File: src/rtl/dram_port_arbiter_pkg.sv
// Shared definitions for the DRAM port arbiter:
// FSM state encoding and load/store size-code constants.
package dram_port_arbiter_pkg;

  typedef enum logic [1:0] {
    ST_IDLE  = 2'd0,
    ST_ISSUE = 2'd1,
    ST_WAIT  = 2'd2
  } arb_state_e;

  localparam int          DW                = 32;
  localparam int          CTRL_W            = 3;
  localparam logic [1:0]  SZ_BYTE           = 2'd0;
  localparam logic [1:0]  SZ_HALF           = 2'd1;
  localparam logic [1:0]  SZ_WORD           = 2'd2;
  localparam int          CTRL_UNSIGNED_BIT = 2;

endpackage

File: src/rtl/dram_port_arbiter_rr_pick.sv
// rr_pick: combinational rotating-priority selector.
// Ports: i_req (request vector), i_last (last grant),
//        o_onehot / o_idx (winner), o_valid (any request).
module rr_pick #(
  parameter  int N  = 3,
  localparam int IW = $clog2(N)
) (
  input  logic [N-1:0]  i_req,
  input  logic [IW-1:0] i_last,
  output logic [N-1:0]  o_onehot,
  output logic [IW-1:0] o_idx,
  output logic          o_valid
);

  function automatic logic [IW-1:0] wrap(input int v);
    return IW'(v % N);
  endfunction

  // Search starts one past the last winner and wraps.
  always_comb begin
    o_onehot = '0;
    o_idx    = '0;
    o_valid  = 1'b0;
    for (int k = 1; k <= N; k++) begin
      if (!o_valid && i_req[wrap(int'(i_last) + k)]) begin
        o_valid = 1'b1;
        o_idx   = wrap(int'(i_last) + k);
      end
    end
    if (o_valid) o_onehot[o_idx] = 1'b1;
  end

endmodule

File: src/rtl/dram_port_arbiter.sv
// dram_port_arbiter: shares one DRAM controller among N_PORTS
// requesters (round-robin or fixed priority).
// Ports: clk/rst; per-port i_req/i_we/i_addr/i_wdata/i_ctrl,
//   o_ack, shared o_rdata; controller side o_rd_en/o_wr_en,
//   o_addr/o_data/o_ctrl, i_busy/i_rdata/i_init_done;
//   status o_grant/o_active.
module dram_port_arbiter
  import dram_port_arbiter_pkg::*;
#(
  parameter  int N_PORTS = 3,
  parameter  bit RR_EN   = 1'b1,
  localparam int GW      = $clog2(N_PORTS)
) (
  input  logic                     clk,
  input  logic                     rst,
  input  logic [N_PORTS-1:0]       i_req,
  input  logic [N_PORTS-1:0]       i_we,
  input  logic [DW*N_PORTS-1:0]    i_addr,
  input  logic [DW*N_PORTS-1:0]    i_wdata,
  input  logic [CTRL_W*N_PORTS-1:0] i_ctrl,
  output logic [N_PORTS-1:0]       o_ack,
  output logic [DW-1:0]            o_rdata,
  output logic                     o_rd_en,
  output logic                     o_wr_en,
  output logic [DW-1:0]            o_addr,
  output logic [DW-1:0]            o_data,
  output logic [CTRL_W-1:0]        o_ctrl,
  input  logic                     i_busy,
  input  logic [DW-1:0]            i_rdata,
  input  logic                     i_init_done,
  output logic [GW-1:0]            o_grant,
  output logic                     o_active
);

  arb_state_e          state_q, state_d;
  logic [GW-1:0]       grant_q, grant_d;
  logic [GW-1:0]       last_q, last_d;
  logic                rd_en_q, rd_en_d;
  logic                wr_en_q, wr_en_d;
  logic                store_q, store_d;
  logic [N_PORTS-1:0]  ack_q, ack_d;
  logic [DW-1:0]       rdata_q, rdata_d;
  logic [DW-1:0]       addr_q, addr_d;
  logic [DW-1:0]       data_q, data_d;
  logic [CTRL_W-1:0]   ctrl_q, ctrl_d;

  logic [GW-1:0]       pick_last;
  logic [N_PORTS-1:0]  pick_oh;
  logic [GW-1:0]       pick_idx;
  logic                pick_valid;
  logic [DW-1:0]       sel_addr;
  logic [DW-1:0]       sel_data;
  logic [CTRL_W-1:0]   sel_ctrl;
  logic                sel_we;

  // Fixed priority is the rotating search pinned to start at 0.
  assign pick_last = RR_EN ? last_q : GW'(N_PORTS - 1);

  rr_pick #(.N(N_PORTS)) u_pick (
    .i_req    (i_req),
    .i_last   (pick_last),
    .o_onehot (pick_oh),
    .o_idx    (pick_idx),
    .o_valid  (pick_valid)
  );

  always_comb begin
    sel_addr = '0;
    sel_data = '0;
    sel_ctrl = '0;
    sel_we   = 1'b0;
    for (int p = 0; p < N_PORTS; p++) begin
      if (pick_oh[p]) begin
        sel_addr = i_addr[p*DW +: DW];
        sel_data = i_wdata[p*DW +: DW];
        sel_ctrl = i_ctrl[p*CTRL_W +: CTRL_W];
        sel_we   = i_we[p];
      end
    end
  end

  always_comb begin
    state_d = state_q;
    grant_d = grant_q;
    last_d  = last_q;
    rd_en_d = rd_en_q;
    wr_en_d = wr_en_q;
    store_d = store_q;
    ack_d   = '0;
    rdata_d = rdata_q;
    addr_d  = addr_q;
    data_d  = data_q;
    ctrl_d  = ctrl_q;
    unique case (state_q)
      ST_IDLE: begin
        // No grant in the ack cycle: the retiring port may
        // still show its old request level.
        if (i_init_done && !i_busy && pick_valid &&
            ack_q == '0) begin
          grant_d = pick_idx;
          addr_d  = sel_addr;
          data_d  = sel_data;
          ctrl_d  = sel_ctrl;
          rd_en_d = !sel_we;
          wr_en_d = sel_we;
          store_d = sel_we;
          state_d = ST_ISSUE;
        end
      end
      ST_ISSUE: begin
        if (i_busy) begin
          rd_en_d = 1'b0;
          wr_en_d = 1'b0;
          state_d = ST_WAIT;
        end
      end
      ST_WAIT: begin
        if (!i_busy) begin
          if (!store_q) rdata_d = i_rdata;
          ack_d[grant_q] = 1'b1;
          last_d  = grant_q;
          state_d = ST_IDLE;
        end
      end
      default: state_d = ST_IDLE;
    endcase
  end

  always_ff @(posedge clk) begin
    if (rst) begin
      state_q <= ST_IDLE;
      grant_q <= '0;
      last_q  <= GW'(N_PORTS - 1);
      rd_en_q <= 1'b0;
      wr_en_q <= 1'b0;
      store_q <= 1'b0;
      ack_q   <= '0;
      rdata_q <= '0;
      addr_q  <= '0;
      data_q  <= '0;
      ctrl_q  <= '0;
    end else begin
      state_q <= state_d;
      grant_q <= grant_d;
      last_q  <= last_d;
      rd_en_q <= rd_en_d;
      wr_en_q <= wr_en_d;
      store_q <= store_d;
      ack_q   <= ack_d;
      rdata_q <= rdata_d;
      addr_q  <= addr_d;
      data_q  <= data_d;
      ctrl_q  <= ctrl_d;
    end
  end

  assign o_ack    = ack_q;
  assign o_rdata  = rdata_q;
  assign o_rd_en  = rd_en_q;
  assign o_wr_en  = wr_en_q;
  assign o_addr   = addr_q;
  assign o_data   = data_q;
  assign o_ctrl   = ctrl_q;
  assign o_grant  = grant_q;
  assign o_active = (state_q != ST_IDLE);

endmodule

File: config.mk
export PLATFORM = sky130hd
export DESIGN_NAME = dram_port_arbiter
export DESIGN_NICKNAME = d
export VERILOG_FILES = /design/src/rtl/dram_port_arbiter_pkg.sv /design/src/rtl/dram_port_arbiter_rr_pick.sv /design/src/rtl/dram_port_arbiter.sv
export SDC_FILE = /design/constraint.sdc
export NUM_CORES = 1
export LEC_CHECK = 0
export BUFFER_PORTS_ARGS = -buffer_cell sky130_fd_sc_hd__buf_2
export CELL_PAD_IN_SITES_DETAIL_PLACEMENT = 1
export CELL_PAD_IN_SITES_GLOBAL_PLACEMENT = 1
export CORE_MARGIN = 8
export CORE_UTILIZATION = 30
export CTS_BUF_LIST = sky130_fd_sc_hd__clkbuf_2 sky130_fd_sc_hd__clkbuf_4 sky130_fd_sc_hd__clkbuf_8
export DETAILED_ROUTE_END_ITERATION = 6
export MAX_ROUTING_LAYER = met4
export PLACE_DENSITY_LB_ADDON = 0.05
export SYNTH_ARGS = -nofsm -noshare
export SYNTH_HDL_FRONTEND = slang
export SYNTH_SLANG_ARGS = --single-unit
export TNS_END_PERCENT = 10
File: constraint.sdc
create_clock -name clk -period 6.1 [get_ports clk]
set_input_delay 0.305 -clock clk [delete_from_list [all_inputs] [get_ports clk]]
set_output_delay 0.305 -clock clk [all_outputs]
set_load 0.01 [all_outputs]
==> qor.txt, run 1 <==
Simple-Gate Fraction of Synth Area: 0.231
Yosys top cell area share: 0.395
worst vdd ir: 0.106 mV
Adder-Cell Fraction of Synth Area: 0.00667
Seq cells post-synth: 111
Setup Viol. Count Final: 0
area leader, netlist: dfxtp_1
P_int: 1.13 mW
Post-synth EDFFs: 0
Comb power frac: 0.241
CTS resizes: 0
post-synth net total: 880
H-tree depth: 3
fin nets: 1172
Hold Path Class: in2reg
first-pass iteration count of the detailed router: 4
Fin Clk Skew: 8.90 ps
DP Worst Slack: 2580 ps
vias in the first global route: 6646
compound-gate portion of the synthesized area: 0.299
core area: 18600 um2
DP HPWL: 18.1 mm
Worst Path Max Fanout: 86
Slew @ Worst Pin: 1240 ps
Die W: 153 um
clk root buf: clkbuf_8
clk slew on worst S/H paths: 100 ps
largest net degree at the start of global routing: 139
layout cell share with drive strength beyond 1: 0.443
Vias: 6101
FP Rows: 50
All-Layer GR Usage: 0.200
Synth cell types: 48
Clk pwr share: 0.275
CTS Buf Count: 9
Clock Tree Buf Depth: 2
switching part of the total power: 0.308
first-pass GRT wire length: 36.5 mm
Area growth syn-to-layout: 34.3%
CP Class: reg2reg
clock latency on the worst-skew pair: 380 ps
IO Pins: 350
detailed-route DRC error count: 0
Cell Area, Synth: 5630 um2
Sw Pwr: 505 uW
Multi-input gate area: 3050 um2
Pwr Density: 216 nW/um2
main combinational cell family by area after synthesis: compound AO/OA/AOI/OAI gates
Final WS setup: 2530 ps
Crit path required time: 6370 ps
total die area: 23400 um2
status: finished, final reports clean
Starting Density: 0.303
leakage: 3.35 nW
drt via density: 5.22
PortBufs: 349
wire per inst: 20.3 um
Register-to-Register Path Depth: 8
min-delay src: i_rdata[7]
Setup TNS: 0 ps
Reg2Reg Setup Slack: 2530 ps
Sequential cell area: 2220 um2
Hold Slack: 151 ps
Cells on Worst Hold Path: 3
Post-CTS Hold Buffers: 0
Max Slew Vio Count: 0
Die Ht: 153 um
GRT overflow: 0
worst r2r dst: o_addr[15]
Fill cells: 2317
Total Wirelength: 23.7 mm
Iter 0 DRT Violations: 218
CP Data Arrival Time: 3840 ps
initial antenna violation count: 4
Main synth FF type: dfxtp_1
clock sinks: 111
max-cap viol count: 0
Sequential Power Share: 0.484
Hold Vio Cnt, Final: 0
crit share post-route: 0.585
xor and xnor area share after synthesis: 0.00156
Antenna Nets Post-Route: 0
multiplexer share of the synthesized area: 0
startpoint types: flop
synth top area cells: dfxtp_1 (39%), o41ai_1 (10%), nand3b_1 (9.3%)
CP endpoint kind: flop
Worst Hold End: o_rdata[7]
Achievable Freq: 280 MHz
RSZ-0062 raised after global routing: false
syn_area_per_cell: 8.88 um2
asr flop ratio synth: 0
reg-to-reg startpoint: last_q[0]
postcts setup bufs: 0
Seq/Total Area, Yosys: 0.395
Slew HR: 0.170
CTS tree: built
Synth Warn #: 0
Tmin final: 3570 ps
RePlAce Congestion: 0.828
post-synthesis instance total: 634
==> cells in the final DEF, fill, tap and decap left out, types with 2 or more instances in the layout <==
cell,Yosys,layout
clkbuf_4,0,2
nand2b_1,3,3
nor2_1,74,73
a221oi_1,37,37
o21ai_1,2,2
buf_2,17,348
nor2b_1,2,2
a221oi_2,29,29
clkbuf_8,0,9
nand3b_1,70,70
dfxtp_1,111,111
nand3_1,8,7
o211ai_1,2,2
inv_1,3,3
nand2_1,73,73
or3_1,2,2
and3_1,4,3
diode_2,0,4
buf_4,3,6
nand2_4,1,2
ha_1,3,3
o41ai_1,65,65
clkinv_2,0,2
nor3b_1,3,3
or2_2,3,3
a31oi_1,3,3
o21ai_0,2,2
a21oi_1,39,39
==> synthesized netlist by cell type, drive strengths merged, types with 2 or more instances <==
| cell type | number |
|---|---|
| nor3b | 3 |
| nand2 | 75 |
| nor2b | 2 |
| and2 | 2 |
| ha | 3 |
| o21a | 2 |
| o41ai | 65 |
| nor2 | 74 |
| buf | 29 |
| and3 | 4 |
| clkbuf | 44 |
| nand3 | 8 |
| o21ai | 4 |
| or2 | 4 |
| a211oi | 2 |
| or3 | 2 |
| o211ai | 2 |
| a221oi | 66 |
| inv | 3 |
| nand2b | 3 |
| nand3b | 70 |
| o31a | 2 |
| dfxtp | 111 |
| a21oi | 39 |
| a31oi | 3 |
==> state kept, by name, indices dropped and copies added (netlist names), 2 cells and up <==
name and cells:
o_addr 32, o_data 32, o_rdata 32, o_ack 3, o_ctrl 3, last_q 2, o_grant 2, state_q 2
==> area by class of cell <==
type,count,share of cell area
clock inverters,4,0.00629
clock buffers,11,0.0184
multi-input cells,447,0.404
flip-flops and latches,111,0.294
inverters,3,0.00149
well taps,234,0.0387
diodes,4,0.00132
repair buffers,354,0.236
==> stage by stage <==
| step | total power, mW | util | instance area, um2 | instances |
|---|---|---|---|---|
| after floorplan | 1.03 | - | 5630 | 634 |
| after global placement | 1.19 | 0.396 | 7370 | 1149 |
| after detailed placement | 1.21 | 0.396 | 7370 | 1149 |
| after CTS | 1.66 | 0.406 | 7550 | 1164 |
| after global routing | 1.72 | 0.407 | 7560 | 1168 |
| final | 1.64 | 0.407 | 7560 | 1168 |
==> worst max-delay path, cell delays in order, from the launching register on <==
cell and delay [ps]:
dfxtp_1 400, inv_1 70, ha_1 340, a22o_1 270
a211oi_2 320, o31a_2 890, buf_4 830, nand3b_1 200
o41ai_1 110
==> how the worst max path moves through the flow <==
stage	end	cells after the start	slack, ps	start
3_3_place_gp	store_q	8	2750	last_q[0]
6_report	o_addr[15]	8	2530	last_q[0]
5_1_grt	o_addr[15]	8	2270	last_q[0]
3_5_place_dp	o_data[28]	8	2580	last_q[0]
2_1_floorplan	o_addr[20]	10	3750	last_q[0]
4_1_cts	o_addr[15]	8	2560	last_q[0]
==> kinds of logic (layout without fill, tap and decap cells) <==
logic type,Yosys count,count (layout)
xor gates and xnor gates,1,1
other,0,4
adders and majority gates,3,3
and+or+nand+nor,252,252
buffers and inverters,76,372
DFF,111,111
AOI/OAI and AO/OA,191,191
==> power groups by stage <==
stage	sequential (mW)	clock, mW	combinational (mW)
2_1_floorplan	0.824	0	0.204
3_3_place_gp	0.806	0	0.389
3_5_place_dp	0.807	0	0.399
4_1_cts	0.791	0.471	0.400
5_1_grt	0.797	0.498	0.429
6_report	0.791	0.450	0.394
==> layer usage <==
metal	global-route usage	wire length (um)	part of all wire
met5	-	0	0
met4	0.0655	394	0.017
met3	0.0414	1200	0.051
met2	0.350	12200	0.51
met1	0.224	9930	0.42
(Power assumes the default switching activity.)
==> run 2: changes to the inputs <==
--- a/config.mk
+++ b/config.mk
@@ -9,7 +9,7 @@
 export CELL_PAD_IN_SITES_DETAIL_PLACEMENT = 1
 export CELL_PAD_IN_SITES_GLOBAL_PLACEMENT = 1
 export CORE_MARGIN = 8
-export CORE_UTILIZATION = 30
+export CORE_UTILIZATION = 28
 export CTS_BUF_LIST = sky130_fd_sc_hd__clkbuf_2 sky130_fd_sc_hd__clkbuf_4 sky130_fd_sc_hd__clkbuf_8
 export DETAILED_ROUTE_END_ITERATION = 6
 export MAX_ROUTING_LAYER = met4
==> constraint.sdc (replaced) <==
create_clock -name clk -period 2.9 [get_ports clk]
set_input_delay 0.145 -clock clk [delete_from_list [all_inputs] [get_ports clk]]
set_output_delay 0.145 -clock clk [all_outputs]
set_load 0.01 [all_outputs]
==> run 2 against run 1 <==
  * Utilization grew 0.29 points
  * Register-to-register slack lost 2400 ps
  * Clock power grew 110%
  * Largest power group unchanged
  * Largest cell class unchanged
==> qor.txt, run 2 (synthesized netlist as in run 1, its figures left out) <==
Register-to-Register Path Depth: 9 (was 8)
Starting Density: 0.282 (was 0.303)
commonest non-fill, non-tap cell in the layout: buf_2 (unchanged)
total die area: 24900 um2 (was 23400 um2)
Antenna Nets Post-Route: 0 (unchanged)
Tmin final: 2720 ps (was 3570 ps)
min-delay src: i_addr[95] (was i_rdata[7])
kind of cell adding the most delay to the critical path: compound AO/OA/AOI/OAI gates (unchanged)
commonest non-fill, non-tap cells in the layout: buf_2 (348), dfxtp_1 (111), nand2_1 (73), nor2_1 (73), nand3b_1 (70) (unchanged)
WP buf/inv: 2 (unchanged)
Iter 0 DRT Violations: 271 (was 218)
clock latency on the worst-skew pair: 390 ps (was 380 ps)
CTS Buf Count: 9 (unchanged)
crit share post-route: 0.938 (was 0.585)
Reg2Reg Setup Slack: 180 ps (was 2530 ps)
PortBufs: 349 (unchanged)
CP Class: reg2reg (unchanged)
worst r2r dst: o_data[1] (was o_addr[15])
Final WS setup: 181 ps (was 2530 ps)
Crit path required time: 3170 ps (was 6370 ps)
Setup Viol. Count Final: 0 (unchanged)
Die W: 158 um (was 153 um)
critical path depth: 9 (was 8)
DP Worst Slack: 126 ps (was 2580 ps)
RePlAce Congestion: 0.859 (was 0.828)
H-tree depth: 3 (unchanged)
FP Rows: 52 (was 50)
clk slew on worst S/H paths: 120 ps (was 100 ps)
leakage: 3.61 nW (was 3.35 nW)
Clock Tree Buf Depth: 2 (unchanged)
largest net degree at the start of global routing: 71 (was 139)
vias in the first global route: 7289 (was 6646)
Vias: 6496 (was 6101)
wire per inst: 20.8 um (was 20.3 um)
fin nets: 1220 (was 1172)
CTS tree: built (unchanged)
core area: 20000 um2 (was 18600 um2)
first-pass GRT wire length: 38.9 mm (was 36.5 mm)
Slew HR: 0.597 (was 0.170)
worst vdd ir: 0.178 mV (was 0.106 mV)
Fin Clk Skew: 20.7 ps (was 8.90 ps)
GRT overflow: 0 (unchanged)
clk root buf: clkbuf_8 (unchanged)
IO Pins: 350 (unchanged)
Slowest-stage cell, CP: dfxtp_1 (was o31a_2)
layout cell share with drive strength beyond 1: 0.438 (was 0.443)
clock sinks: 111 (unchanged)
first-pass iteration count of the detailed router: 4 (unchanged)
Slew @ Worst Pin: 604 ps (was 1240 ps)
detailed-route DRC error count: 0 (unchanged)
startpoint types: flop (unchanged)
RSZ-0062 raised after global routing: false (unchanged)
Achievable Freq: 368 MHz (was 280 MHz)
All-Layer GR Usage: 0.205 (was 0.200)
Hold Path Class: in2reg (unchanged)
Cells on Worst Hold Path: 3 (unchanged)
Die Ht: 158 um (was 153 um)
drt via density: 5.15 (was 5.22)
Hold Slack: 42.4 ps (was 151 ps)
CP max stage delay: 400 ps (was 890 ps)
CP Data Arrival Time: 2990 ps (was 3840 ps)
Pwr Density: 432 nW/um2 (was 216 nW/um2)
Worst Path Max Fanout: 33 (was 86)
reg-to-reg startpoint: last_q[0] (unchanged)
Worst Hold End: o_addr[31] (was o_rdata[7])
Setup TNS: 0 ps (unchanged)
Total Wirelength: 26.2 mm (was 23.7 mm)
critical path cell sequence: inv_1, ha_1, a22o_1, a211oi_2, o21ai_1, nand2_4, buf_12, a221oi_2, o41ai_1 (was inv_1, ha_1, a22o_1, a211oi_2, o31a_2, buf_4, nand3b_1, o41ai_1)
max-cap viol count: 0 (unchanged)
initial antenna violation count: 11 (was 4)
DP HPWL: 19.5 mm (was 18.1 mm)
Max Slew Vio Count: 0 (unchanged)
Hold Vio Cnt, Final: 0 (unchanged)
Area growth syn-to-layout: 45.4% (was 34.3%)
CP endpoint kind: flop (unchanged)
status: finished, final reports clean (unchanged)
-- run 2: area by class of cell --
type / instances / area [um2]
antenna: 12 / 30.0
timing repair buffer: 401 / 2340
sequential: 111 / 2220
fill: 2440 / 11800
inverter: 3 / 11.3
clock inverter: 5 / 38.8
tap: 270 / 338
multi-input combinational: 448 / 3060
clock buffer: 11 / 151
-- run 2: how the worst max path moves through the flow --
stage / to / from
floorplan: o_addr[20] / last_q[0]
global placement: o_data[16] / last_q[0]
detailed placement: o_data[16] / last_q[0]
CTS: o_data[16] / last_q[0]
global route: o_data[8] / last_q[0]
finish: o_data[1] / last_q[0]
-- run 2: power by group --
part,leakage [nW],total [mW],switching [mW],internal (mW)
Clock,0.0968,0.954,0.584,0.369
Sequential,0.902,1.66,0.0511,1.61
Combinational,2.61,0.919,0.498,0.422
Total,3.61,3.54,1.13,2.40
-- run 2: what timing repair did --
action | 4_1_cts | 5_1_grt
hold buffers | 32 | 0
setup buffers | 0 | 2
gates resized for setup | 0 | 1
setup endpoints to repair | 0 | 17
endpoints found under the hold margin | 32 | 0
-- run 2: routing by layer --
| metal | track usage | routed length [um] |
|---|---|---|
| met3 | 0.0551 | 1890 |
| met1 | 0.212 | 10200 |
| met4 | 0.0780 | 665 |
| met5 | - | 0 |
| met2 | 0.366 | 13500 |
-- run 2: worst min-delay path: cells and delay by family --
kind	cells	cell delay (ps)
simple gates	1	90
compound gates	1	70
buf+inv	1	100
-- run 2: stage by stage --
stage                      util  std cells  total power, mW  instance area (um2)
after floorplan               -        634             2.16                 5630
after global placement    0.381       1198             2.55                 7610
after detailed placement  0.381       1198             2.58                 7610
after CTS                 0.406       1246             3.59                 8120
after global routing      0.410       1260             3.73                 8180
final                     0.410       1261             3.54                 8190
